### src/rtl/sdu_acq_seq.sv
`default_nettype none
// ----------------------------------------------------------------------------
// sdu_acq_seq : shot sequencer (TX -> listen delay -> ACQ -> gap) with
//               averaging and playback drain for the receive buffer.
// Revision    : 1.0
// ----------------------------------------------------------------------------
module sdu_acq_seq #(
  parameter int SMP_W = 16,
  parameter int AVE_W = 16,
  parameter int TX_W  = 8,
  parameter int GAP_W = 16
) (
  input  logic             clk,
  input  logic             reset,
  input  logic             start,
  input  logic             abort,
  input  logic [SMP_W-1:0] cfg_num_samples,
  input  logic [AVE_W-1:0] cfg_num_aves,
  input  logic [TX_W-1:0]  cfg_tx_len,
  input  logic [SMP_W-1:0] cfg_listen_dly,
  input  logic [GAP_W-1:0] cfg_gap,
  input  logic             sdu_rx_strobe,
  output logic             tx_pulse,
  output logic             sdu_rx_en,
  output logic             sdu_seq_done_strobe,
  output logic             sdu_ave_done_strobe,
  output logic             busy,
  output logic [AVE_W-1:0] ave_idx,
  output logic             acq_done,
  output logic             cfg_err
);

  localparam int C_W1  = (SMP_W > GAP_W) ? SMP_W : GAP_W;
  localparam int CNT_W = (C_W1 > TX_W) ? C_W1 : TX_W;

  typedef enum logic [2:0] {
    S_IDLE  = 3'd0,
    S_TX    = 3'd1,
    S_DLY   = 3'd2,
    S_ACQ   = 3'd3,
    S_GAP   = 3'd4,
    S_DRAIN = 3'd5
  } state_t;

  state_t             state_q, state_d;
  logic [CNT_W-1:0]   cnt_q, cnt_d;
  logic [AVE_W-1:0]   ave_idx_q, ave_idx_d;
  logic               seen_q, seen_d;
  logic [SMP_W-1:0]   smp_q, dly_q;
  logic [AVE_W-1:0]   aves_q;
  logic [TX_W-1:0]    tx_len_q;
  logic [GAP_W-1:0]   gap_q;
  logic               tx_pulse_q, rx_en_q, seq_q, ave_q, busy_q, acq_done_q, cfg_err_q;
  logic               acq_done_d, cfg_err_d, latch_d;
  logic               go_shot, go_dly, go_acq;

  logic               w_idle, w_last, w_final;
  logic [SMP_W-1:0]   w_smp, w_dly;
  logic [AVE_W-1:0]   w_aves;
  logic [TX_W-1:0]    w_tx_len;
  logic [GAP_W-1:0]   w_gap, w_gap_len;

  always_comb begin
    // In IDLE the live cfg inputs are used, so the first shot needs no extra latch cycle
    w_idle    = (state_q == S_IDLE);
    w_smp     = w_idle ? cfg_num_samples : smp_q;
    w_dly     = w_idle ? cfg_listen_dly  : dly_q;
    w_aves    = w_idle ? cfg_num_aves    : aves_q;
    w_tx_len  = w_idle ? cfg_tx_len      : tx_len_q;
    w_gap     = w_idle ? cfg_gap         : gap_q;
    w_gap_len = (w_gap < GAP_W'(2)) ? GAP_W'(2) : w_gap;

    state_d    = state_q;
    cnt_d      = cnt_q;
    ave_idx_d  = ave_idx_q;
    seen_d     = seen_q;
    acq_done_d = 1'b0;
    cfg_err_d  = 1'b0;
    latch_d    = 1'b0;
    go_shot    = 1'b0;
    go_dly     = 1'b0;
    go_acq     = 1'b0;

    unique case (state_q)
      S_IDLE: begin
        if (start && !abort) begin
          if (cfg_num_samples == '0 || cfg_num_aves == '0) begin
            cfg_err_d = 1'b1;
          end else begin
            latch_d   = 1'b1;
            ave_idx_d = '0;
            go_shot   = 1'b1;
          end
        end
      end
      S_TX: begin
        if (cnt_q == CNT_W'(1)) go_dly = 1'b1;
        else                    cnt_d  = cnt_q - CNT_W'(1);
      end
      S_DLY: begin
        if (cnt_q == CNT_W'(1)) go_acq = 1'b1;
        else                    cnt_d  = cnt_q - CNT_W'(1);
      end
      S_ACQ: begin
        if (cnt_q == CNT_W'(1)) begin
          if (ave_idx_q == w_aves - AVE_W'(1)) begin
            state_d = S_DRAIN;
            seen_d  = 1'b0;
          end else begin
            state_d = S_GAP;
            cnt_d   = CNT_W'(w_gap_len);
          end
        end else begin
          cnt_d = cnt_q - CNT_W'(1);
        end
      end
      S_GAP: begin
        if (cnt_q == CNT_W'(1)) begin
          ave_idx_d = ave_idx_q + AVE_W'(1);
          go_shot   = 1'b1;
        end else begin
          cnt_d = cnt_q - CNT_W'(1);
        end
      end
      S_DRAIN: begin
        if (sdu_rx_strobe) begin
          seen_d = 1'b1;
        end else if (seen_q) begin
          state_d    = S_IDLE;
          acq_done_d = 1'b1;
        end
      end
      default: state_d = S_IDLE;
    endcase

    // Zero-length phases fall straight through to the next one
    if (go_shot) begin
      if (w_tx_len != '0) begin
        state_d = S_TX;
        cnt_d   = CNT_W'(w_tx_len);
      end else begin
        go_dly = 1'b1;
      end
    end
    if (go_dly) begin
      if (w_dly != '0) begin
        state_d = S_DLY;
        cnt_d   = CNT_W'(w_dly);
      end else begin
        go_acq = 1'b1;
      end
    end
    if (go_acq) begin
      state_d = S_ACQ;
      cnt_d   = CNT_W'(w_smp);
    end

    if (abort && !w_idle) begin
      state_d    = S_IDLE;
      seen_d     = 1'b0;
      acq_done_d = 1'b0;
    end

    w_last  = (state_d == S_ACQ) && (cnt_d == CNT_W'(1));
    w_final = (ave_idx_d == w_aves - AVE_W'(1));
  end

  always_ff @(posedge clk or posedge reset) begin
    if (reset) begin
      state_q    <= S_IDLE;
      cnt_q      <= '0;
      ave_idx_q  <= '0;
      seen_q     <= 1'b0;
      smp_q      <= '0;
      dly_q      <= '0;
      aves_q     <= '0;
      tx_len_q   <= '0;
      gap_q      <= '0;
      tx_pulse_q <= 1'b0;
      rx_en_q    <= 1'b0;
      seq_q      <= 1'b0;
      ave_q      <= 1'b0;
      busy_q     <= 1'b0;
      acq_done_q <= 1'b0;
      cfg_err_q  <= 1'b0;
    end else begin
      state_q    <= state_d;
      cnt_q      <= cnt_d;
      ave_idx_q  <= ave_idx_d;
      seen_q     <= seen_d;
      if (latch_d) begin
        smp_q    <= cfg_num_samples;
        dly_q    <= cfg_listen_dly;
        aves_q   <= cfg_num_aves;
        tx_len_q <= cfg_tx_len;
        gap_q    <= cfg_gap;
      end
      tx_pulse_q <= (state_d == S_TX);
      rx_en_q    <= (state_d == S_ACQ);
      seq_q      <= w_last && !w_final;
      ave_q      <= w_last && w_final;
      busy_q     <= (state_d != S_IDLE);
      acq_done_q <= acq_done_d;
      cfg_err_q  <= cfg_err_d;
    end
  end

  assign tx_pulse            = tx_pulse_q;
  assign sdu_rx_en           = rx_en_q;
  assign sdu_seq_done_strobe = seq_q;
  assign sdu_ave_done_strobe = ave_q;
  assign busy                = busy_q;
  assign ave_idx             = ave_idx_q;
  assign acq_done            = acq_done_q;
  assign cfg_err             = cfg_err_q;

endmodule
`default_nettype wire

### config.mk
export PLATFORM = sky130hd
export DESIGN_NAME = sdu_acq_seq
export DESIGN_NICKNAME = d
export VERILOG_FILES = /design/src/rtl/sdu_acq_seq.sv
export SDC_FILE = /design/constraint.sdc
export NUM_CORES = 1
export LEC_CHECK = 0
export BUFFER_PORTS_ARGS = -buffer_cell sky130_fd_sc_hd__buf_2
export CAP_MARGIN = 15
export CORE_MARGIN = 5
export CORE_UTILIZATION = 40
export DETAILED_ROUTE_END_ITERATION = 10
export GPL_ROUTABILITY_DRIVEN = 0
export GPL_TIMING_DRIVEN = 1
export PLACE_DENSITY = 0.65
export SLEW_MARGIN = 25
export SYNTH_ARGS = -nofsm -noshare
export SYNTH_HDL_FRONTEND = slang
export SYNTH_SLANG_ARGS = --single-unit
### constraint.sdc
create_clock -name clk -period 9.34 [get_ports clk]
set_input_delay 1.401 -clock clk [delete_from_list [all_inputs] [get_ports clk]]
set_output_delay 1.401 -clock clk [all_outputs]
set_load 0.1 [all_outputs]
==> summary.txt, run 1 <==
Synth
  – Synthesized net count: between 900 and 1000
  – Cells after Synth: 900
  – Mean Syn Cell Area: 8.99 um2
  – Post-synth cell types: 81
  – Synthesized area: 8090 um2
  – Post-synth ARST share: 100%
  – Yosys Warn Count: 0
  – Synth Register Bits: 115
  – Post-synth EDFFs: 0
  – Post-synthesis sequential area ratio: 35.6%
  – Main synth FF type: dfrtp_1

Route
  – Final antenna-violating net count: 0
  – First-pass DRT Iterations: 5
  – Average wire per standard cell: 20.7 um
  – DR vias/cell: 6.11
  – Drc violations: 0
  – Vias post-DR: 7654
  – First DRT Iteration DRCs: about 800
  – Total Wirelength: ~26000 um

Clock tree
  – Hold buffer count at cts: 0
  – Setup bufs post-CTS: 0
  – Clock sinks: 115
  – Longest Clk Path Bufs: 2
  – # H-tree levels: 4
  – Root buffer cell: clkbuf_16
  – Total clock buffers created by CTS: 17
  – TritonCTS clock tree: built
  – Post-cts gate resize count: 0
  – Skew-Pair Late Insertion Delay: 0.42 ns
  – Worst-path clk slew: 0.06 ns

Floorplan
  – Full die area: 23200 um2
  – Starting Density: 40.2%
  – Die height: roughly 150 um
  – Chip width: 152 um
  – Rows: 52
  – Core Region: 20100 um2
  – Num ports: 100

Timing
  – Slew Viols, Final: 0
  – TNS Setup: 0 ns
  – Final setup vio count: 0
  – Slew @ Worst Pin: approximately 0.94 ns
  – Fin crit share: 64.2%
  – Fin. Hold Viols: 0
  – Final clock skew: approximately 0.0078 ns
  – Slew headroom: 37.5%
  – Post-layout min period: roughly 6 ns
  – F_max: roughly 170 MHz
  – Worst hold slack: 0.505 ns
  – RSZ-0062 raised after global routing: false

GRT
  – First-pass GRT wire length: 41500 um
  – Initial antenna violation count: 0
  – Pin count of the biggest net entering global routing: 71
  – GRT Resource Usage Total: 22.2%
  – Gr ovfl total: 0
  – Vias in the first global route: 7398

Worst setup path
  – CP Max Fanout: 19
  – Worst Path Arrival: 6.32 ns
  – Startpoint types: flip-flop
  – CP endpoint kind: flip-flop
  – Worst Setup Path Type: reg -> reg
  – WP data required: just under 10 ns

Power
  – Worst VDD drop: approximately 0.00016 V
  – Pwr/cell area: 288 nW/um2
  – Static Leakage: 3.91 nW
  – Total power: 0.00270 W

Placed design
  – Hpwl dp: approximately 19000 um
  – I/O Buffers: 99
  – Placed cell count: 1221

Status
  – Run status: finished clean

Final layout
  – Diode count: 0
  – Final Non-Filler Cells: 1253
  – Syn-to-layout area delta: 15.7%
  – Fraction of layout cells with a size suffix above 1: a little under a quarter
  – Layout Nets: 1051

Run
  – Max Cap Violations: 0

Min path
  – Hold Path Class: reg -> reg
-- Yosys cell counts, types with 7 or more instances --
cell | number | area [um2]
nor3_1 | 21 | 105
or3_1 | 11 | 68.8
inv_1 | 11 | 41.3
mux2_2 | 74 | 833
clkbuf_1 | 38 | 143
a31oi_1 | 10 | 62.6
nand2b_1 | 15 | 93.8
dfrtp_1 | 115 | 2880
nand3_1 | 39 | 195
mux2i_1 | 32 | 320
o211ai_1 | 8 | 60.1
a21oi_1 | 34 | 170
nand4_1 | 21 | 131
xor2_1 | 25 | 219
nand2_1 | 95 | 357
o21ai_0 | 30 | 150
nor2_1 | 71 | 267
buf_2 | 7 | 35.0
and3_1 | 8 | 50.1
a22oi_1 | 7 | 52.6
o31ai_1 | 9 | 67.6
xnor2_1 | 45 | 394
nor4_1 | 39 | 244
-- cell families (layout without fill, tap and decap cells) --
logic type	Yosys count	after routing	synth area share [%]
compound gates	169	169	14.5
xor+xnor	70	70	7.58
fa+ha+maj	4	4	0.619
buf+inv	65	148	3.37
flops	115	115	35.6
mux	107	107	14.5
simple gates	370	370	23.8
-- layout by cell type (no fill, tap or decap), types with 6 or more instances in the layout --
cell type,n
dfrtp_1,115
buf_2,99
nand2_1,95
mux2_2,74
nor2_1,71
xnor2_1,45
nor4_1,39
nand3_1,39
a21oi_1,34
mux2i_1,32
o21ai_0,30
xor2_1,25
nor3_1,21
nand4_1,21
clkbuf_16,17
nand2b_1,15
inv_1,10
or3_1,10
a31oi_1,10
o31ai_1,9
o211ai_1,8
and3_1,8
a22oi_1,7
o22a_1,6
a211oi_1,6
o221ai_1,6
buf_4,6
-- final timing paths --
kind / end / depth (start not counted) / startpoint / slack (ns)
worst min register to register: smp_q[15]$_DFFE_PP0P_ / 1 / smp_q[15]$_DFFE_PP0P_ / 0.50
worst min-delay path: smp_q[15]$_DFFE_PP0P_ / 1 / smp_q[15]$_DFFE_PP0P_ / 0.50
max in group asynchronous: cnt_q[8]$_DFF_PP0_ / 3 / reset / 7.01
worst max register to register: sdu_ave_done_strobe$_DFF_PP0_ / 14 / state_q[2]$_DFF_PP0_ / 3.34
worst max-delay path: sdu_ave_done_strobe$_DFF_PP0_ / 14 / state_q[2]$_DFF_PP0_ / 3.34
min in group asynchronous: aves_q[5]$_DFFE_PP0P_ / 2 / reset / 1.17
-- area by class of cell --
cell class	instances	area (um2)
clock inverters	10	124
inverters	11	43.8
flip-flops and latches	115	2880
clock buffers	22	484
fillers	1946	10700
multi-input cells	720	4950
repair buffers	105	541
well taps	270	338
-- power breakdown --
part / switching, W / total (W) / internal [W]
sequential: 0.000199 / 0.000890 / 0.000691
combinational: 0.000654 / 0.00114 / 0.000482
clock: 0.000248 / 0.000670 / 0.000422
total: 0.00110 / 0.00270 / 0.00160
-- worst max-delay path: stages (launching register included) --
cell and delay, ns:
dfrtp_1 0.61, or3_2 0.68, mux2i_1 0.35, ha_1 0.31, or3b_1 0.38, or4_1 0.45
nand4_1 0.12, o211ai_1 0.10, a2111o_1 0.30, or4_1 0.80, nand2_2 0.31, o21ai_2 0.10
or4_1 0.54, or4b_4 0.54, nor4b_2 0.30
-- registers in the layout, indices dropped and copies added (netlist names), 3 cells and up --
| name | flops |
|---|---|
| cnt_q | 16 |
| ave_idx | 16 |
| aves_q | 16 |
| state_q | 3 |
| gap_q | 16 |
| smp_q | 16 |
| dly_q | 16 |
| tx_len_q | 8 |
-- through the flow --
step	setup slack, ns	cell area (um2)	util [%]
2_1_floorplan	2.82	8090	-
3_3_place_gp	3.36	8750	43.5
3_5_place_dp	3.22	8750	43.5
4_1_cts	3.42	9360	46.6
5_1_grt	3.17	9360	46.6
6_report	3.34	9360	46.6
-- routing by layer --
layer,vias to the layer above,wire length [um],track usage [%]
met5,-,0,0
met4,0,834,7.79
met3,73,2380,6.05
met2,389,11300,32.7
met1,3692,11400,31.5
li1,3500,-,-
Note: power is estimated with default switching activity, not from simulation.
==> inputs of run 2 (changes only) <==
==> constraint.sdc (replaced) <==
create_clock -name clk -period 6 [get_ports clk]
set_input_delay 0.9 -clock clk [delete_from_list [all_inputs] [get_ports clk]]
set_output_delay 0.9 -clock clk [all_outputs]
set_load 0.1 [all_outputs]
==> run 2 against run 1 <==
Compared with the run above: wire length is 0.29% lower; register-to-register slack worse by 3.0 ns; die area stayed put; non-clock buffer count is 11 higher; worst hold slack worse by 0.0011 ns; sequential share of layout area is 0.22 points lower; critical path type unchanged; fmax is 6.9% higher; flip-flop and latch count stayed put; combinational power is 58% higher; critical path depth stayed put; highest routed layer unchanged; worst setup slack worse by 3.0 ns.
==> summary.txt, run 2 (synthesis results as in run 1) <==
Timing
  – F_max: 178 MHz
  – Slew Viols, Final: 0
  – RSZ-0062 raised after global routing: false
  – Slew headroom: 39.5%
  – Post-layout min period: around 5.6 ns
  – Worst hold slack: approximately 0.5 ns
  – Post-route setup slack: 0.388 ns
  – Final clock skew: 0.0111 ns
  – Fin. Hold Viols: 0
  – Slew @ Worst Pin: around 0.9 ns
  – TNS Setup: 0 ns
  – Final setup vio count: 0
  – Fin crit share: 93.5%

Route
  – Final antenna-violating net count: 0
  – First-pass DRT Iterations: 5
  – First DRT Iteration DRCs: about 870
  – Average wire per standard cell: between 20 and 25 um
  – Drc violations: 0
  – Vias post-DR: approximately 7600
  – Total Wirelength: 25900 um
  – DR vias/cell: 6.06

Floorplan
  – Num ports: 100
  – Chip width: 152 um
  – Rows: 52
  – Full die area: between 20000 and 25000 um2
  – Die height: 152 um
  – Starting Density: 40.2%
  – Core Region: about 20000 um2

Clock tree
  – Worst-path clk slew: approximately 0.06 ns
  – Hold buffer count at cts: 0
  – Longest Clk Path Bufs: 2
  – Total clock buffers created by CTS: 17
  – Setup bufs post-CTS: 0
  – Clock sinks: between 100 and 150
  – TritonCTS clock tree: built
  – Root buffer cell: clkbuf_16
  – Post-cts gate resize count: 0
  – Skew-Pair Late Insertion Delay: 0.42 ns
  – # H-tree levels: 4

Worst setup path
  – CP endpoint kind: flip-flop
  – Worst Path Arrival: 5.92 ns
  – WP data required: 6.30 ns
  – Worst Setup Path Type: reg -> reg
  – Startpoint types: flip-flop
  – CP Max Fanout: 10

Final layout
  – Commonest non-fill, non-tap cell in the layout: dfrtp_1
  – Fill cells: 1908
  – Final Non-Filler Cells: 1263
  – Syn-to-layout area delta: 16.6%
  – Layout Nets: 1062
  – Fin util: 46.9%
  – Diode count: 0
  – Fraction of layout cells with a size suffix above 1: 24.5%
  – Commonest cells after routing, fill and taps aside: dfrtp_1, buf_2, nand2_1

Power
  – Worst VDD drop: 0.000250 V
  – Static Leakage: 3.97 nW
  – Pwr/cell area: 447 nW/um2

Placed design
  – Hpwl dp: approximately 19000 um
  – Place WS: 0.389 ns
  – Placed cell count: 1232
  – I/O Buffers: 99

GRT
  – Pin count of the biggest net entering global routing: 70
  – Gr ovfl total: 0
  – Global routing usage on met2: 31.7%
  – Met1 Use GR: between 30% and 40%
  – First-pass GRT wire length: between 40000 and 50000 um
  – GRT Resource Usage Total: 21.9%
  – GR Util met3: 6.70%
  – Vias in the first global route: 7216
  – Grt peak-use layer: met2
  – Initial antenna violation count: 0

Status
  – Run status: finished clean

Min path
  – Hold Path Class: reg -> reg

Run
  – Max Cap Violations: 0
[run 2: changes by cell type in the layout (fill, tap and decap cells not counted), sizes merged]
cell      delta
buf         +11
clkinv       +2
clkinvlp     -2
bufinv       +1
clkbuf       -1
inv          -1
[run 2: final cells by class]
cell class	count	area, um2	area share [%]
Clock buffer	21	460	4.88
Clock inverter	10	133	1.41
Inverter	11	43.8	0.464
Multi-Input combinational cell	720	4950	52.5
Sequential cell	115	2880	30.5
Tap cell	270	338	3.58
Timing Repair Buffer	116	623	6.61
[run 2: critical path: stages (launching register included)]
cell	delay [ns]
dfrtp_1	0.38
or3_2	0.57
mux2i_1	0.34
ha_1	0.31
or3b_1	0.37
or4_1	0.45
nand4_1	0.11
o211ai_1	0.10
a2111o_1	0.30
or4_1	0.78
nand2_2	0.30
o21ai_2	0.10
or4_1	0.53
or4b_4	0.54
nor4bb_1	0.31
[run 2: through the flow]
step	instance area (um2)	power, W
floorplan	8100	0.00265
global route	9430	0.00445
finish	9430	0.00421
global placement	8840	0.00311
detailed placement	8840	0.00313
CTS	9430	0.00419
[run 2: where the power goes]
group	internal (W)	total [W]	switching, W
Sequential	0.00108	0.00137	0.000298
Clock	0.000669	0.00104	0.000373
Combinational	0.000763	0.00180	0.00103
[run 2: worst paths after layout]
check | slack [ns] | from | cells after the start | end
worst max-delay path | 0.39 | state_q[2]$_DFF_PP0_ | 14 | sdu_seq_done_strobe$_DFF_PP0_
worst min-delay path | 0.50 | smp_q[1]$_DFFE_PP0P_ | 1 | smp_q[1]$_DFFE_PP0P_
worst max register to register | 0.39 | state_q[2]$_DFF_PP0_ | 14 | sdu_seq_done_strobe$_DFF_PP0_
worst min register to register | 0.50 | smp_q[1]$_DFFE_PP0P_ | 1 | smp_q[1]$_DFFE_PP0P_
max in group asynchronous | 4.17 | reset | 3 | gap_q[7]$_DFFE_PP0P_
min in group asynchronous | 0.68 | reset | 2 | aves_q[5]$_DFFE_PP0P_
[run 2: metal layers]
metal  up-vias  part of all wire [%]  wire length [um]
li1       3512                     -                 -
met1      3644                    43             11100
met2       419                    43             11100
met3        73                    10              2680
met4         0                   3.5               903
met5         -                     0                 0
==> inputs of run 3 (changes only) <==
--- a/config.mk
+++ b/config.mk
@@ -9,6 +9,7 @@
 export CAP_MARGIN = 15
 export CORE_MARGIN = 5
 export CORE_UTILIZATION = 40
+export CTS_BUF_LIST = sky130_fd_sc_hd__clkbuf_4 sky130_fd_sc_hd__clkbuf_8
 export DETAILED_ROUTE_END_ITERATION = 10
 export GPL_ROUTABILITY_DRIVEN = 0
 export GPL_TIMING_DRIVEN = 1
==> run 3 against run 2 <==
Compared with the run above: critical path depth unchanged; clock power down 26%; via count is 0.24% higher; sequential share of layout area grew 0.61 points; clock skew rose by 0.0037 ns; wire length decreased by 0.70%; die area unchanged; combinational power hardly changed.
==> summary.txt, run 3 (synthesis results as in run 1) <==
Status
  – Run status: finished clean

Timing
  – Slew headroom: 40.3%
  – Fin crit share: around 94%
  – Fin. Hold Viols: 0
  – TNS Setup: 0 ns
  – Final clock skew: 0.0149 ns
  – Post-layout min period: 5.63 ns
  – F_max: 178 MHz
  – Slew @ Worst Pin: approximately 0.9 ns
  – Slew Viols, Final: 0
  – RSZ-0062 raised after global routing: false
  – Final setup vio count: 0

Clock tree
  – Skew-Pair Late Insertion Delay: 0.46 ns
  – Setup bufs post-CTS: 0
  – TritonCTS clock tree: built
  – Hold buffer count at cts: 0
  – # H-tree levels: 4
  – Clock sinks: 115
  – Longest Clk Path Bufs: 2
  – Post-cts gate resize count: 0
  – Worst-path clk slew: 0.07 ns
  – Root buffer cell: clkbuf_8
  – Total clock buffers created by CTS: 17

Power
  – Static Leakage: 3.89 nW
  – Worst VDD drop: 0.000202 V
  – Pwr/cell area: approximately 430 nW/um2

Placed design
  – Hpwl dp: just under 20000 um
  – I/O Buffers: 99

Worst setup path
  – CP endpoint kind: flip-flop
  – Worst Setup Path Type: reg -> reg
  – Startpoint types: flip-flop
  – WP data required: 6.33 ns
  – CP Max Fanout: 10
  – Worst Path Arrival: 5.96 ns

Final layout
  – Fin util: 46.0%
  – Diode count: 0
  – Commonest cells after routing, fill and taps aside: dfrtp_1, buf_2, nand2_1
  – Layout Nets: 1062
  – Fraction of layout cells with a size suffix above 1: about 25%
  – Commonest non-fill, non-tap cell in the layout: dfrtp_1
  – Syn-to-layout area delta: 14.3%

Run
  – Max Cap Violations: 0

GRT
  – First-pass GRT wire length: 40700 um
  – Pin count of the biggest net entering global routing: 70
  – Vias in the first global route: 7184
  – Gr ovfl total: 0
  – Initial antenna violation count: 2
  – GRT Resource Usage Total: 21.8%

Route
  – Met1 WL: 11400 um
  – First-pass DRT Iterations: 8
  – Final antenna-violating net count: 0
  – WL met2: 11100 um
  – DR vias/cell: 6.07
  – Total Wirelength: 25700 um
  – Max layer used: met5
  – Average wire per standard cell: 20.3 um
  – DR WL met3: 2330 um
  – Drc violations: 0
  – First DRT Iteration DRCs: between 700 and 800
  – Vias post-DR: 7666

Floorplan
  – Full die area: 23200 um2
  – Num ports: 100
  – Die height: 152 um
  – Chip width: 152 um
  – Starting Density: 40.2%
  – Core Region: 20100 um2
  – Rows: 52

Min path
  – Hold Path Class: reg -> reg
run 3: changes by cell type in the layout (fill, tap and decap cells not counted):
cell	delta
clkbuf_16	-17
clkbuf_8	+17
clkbuf_1	-2
clkbuf_4	+2
run 3: area by class of cell:
| class | instances | area (um2) |
|---|---|---|
| Clock buffer | 21 | 277 |
| Clock inverter | 10 | 133 |
| Tap cell | 270 | 338 |
| Inverter | 11 | 43.8 |
| Timing Repair Buffer | 116 | 623 |
| Fill cell | 1931 | 10900 |
| Multi-Input combinational cell | 720 | 4950 |
| Sequential cell | 115 | 2880 |
run 3: where the power goes:
group          switching [W]  leakage [nW]  internal (W)
registers           0.000295          1.42       0.00107
clock network       0.000334         0.204      0.000436
logic                0.00104          2.27      0.000763
run 3: final timing paths:
kind / cells after the start / from / slack [ns] / endpoint
worst max-delay path: 14 / state_q[2]$_DFF_PP0_ / 0.37 / sdu_seq_done_strobe$_DFF_PP0_
worst min-delay path: 1 / seen_q$_DFFE_PP0P_ / 0.50 / seen_q$_DFFE_PP0P_
worst max register to register: 14 / state_q[2]$_DFF_PP0_ / 0.37 / sdu_seq_done_strobe$_DFF_PP0_
worst min register to register: 1 / seen_q$_DFFE_PP0P_ / 0.50 / seen_q$_DFFE_PP0P_
max in group asynchronous: 3 / reset / 4.22 / gap_q[7]$_DFFE_PP0P_
min in group asynchronous: 2 / reset / 0.65 / aves_q[5]$_DFFE_PP0P_
run 3: metal layers:
layer / track usage, % / vias to the layer above
li1: - / 3506
met4: 9.03 / 4
met2: 31.6 / 413
met3: 5.34 / 73
met5: 0 / -
met1: 31.1 / 3670
run 3: per-stage QoR:
| stage | setup slack (ns) | cells | power (W) | cell area (um2) | hold WS [ns] |
|---|---|---|---|---|---|
| final | 0.373 | 1263 | 0.00394 | 9250 | 0.505 |
| after global routing | 0.114 | 1263 | 0.00418 | 9250 | 0.525 |
| after CTS | 0.436 | 1263 | 0.00392 | 9250 | 0.508 |
| after detailed placement | 0.389 | 1232 | 0.00313 | 8840 | 0.493 |
| after global placement | 0.536 | 1232 | 0.00311 | 8840 | 0.488 |
| after floorplan | 0.0184 | 900 | 0.00265 | 8100 | 0.473 |
run 3: critical path: stages (launching register included):
cell,delay (ns)
dfrtp_1,0.38
or3_2,0.57
mux2i_1,0.33
ha_1,0.31
or3b_1,0.37
or4_1,0.45
nand4_1,0.11
o211ai_1,0.10
a2111o_1,0.30
or4_1,0.78
nand2_2,0.29
o21ai_2,0.11
or4_1,0.53
or4b_4,0.54
nor4bb_1,0.32
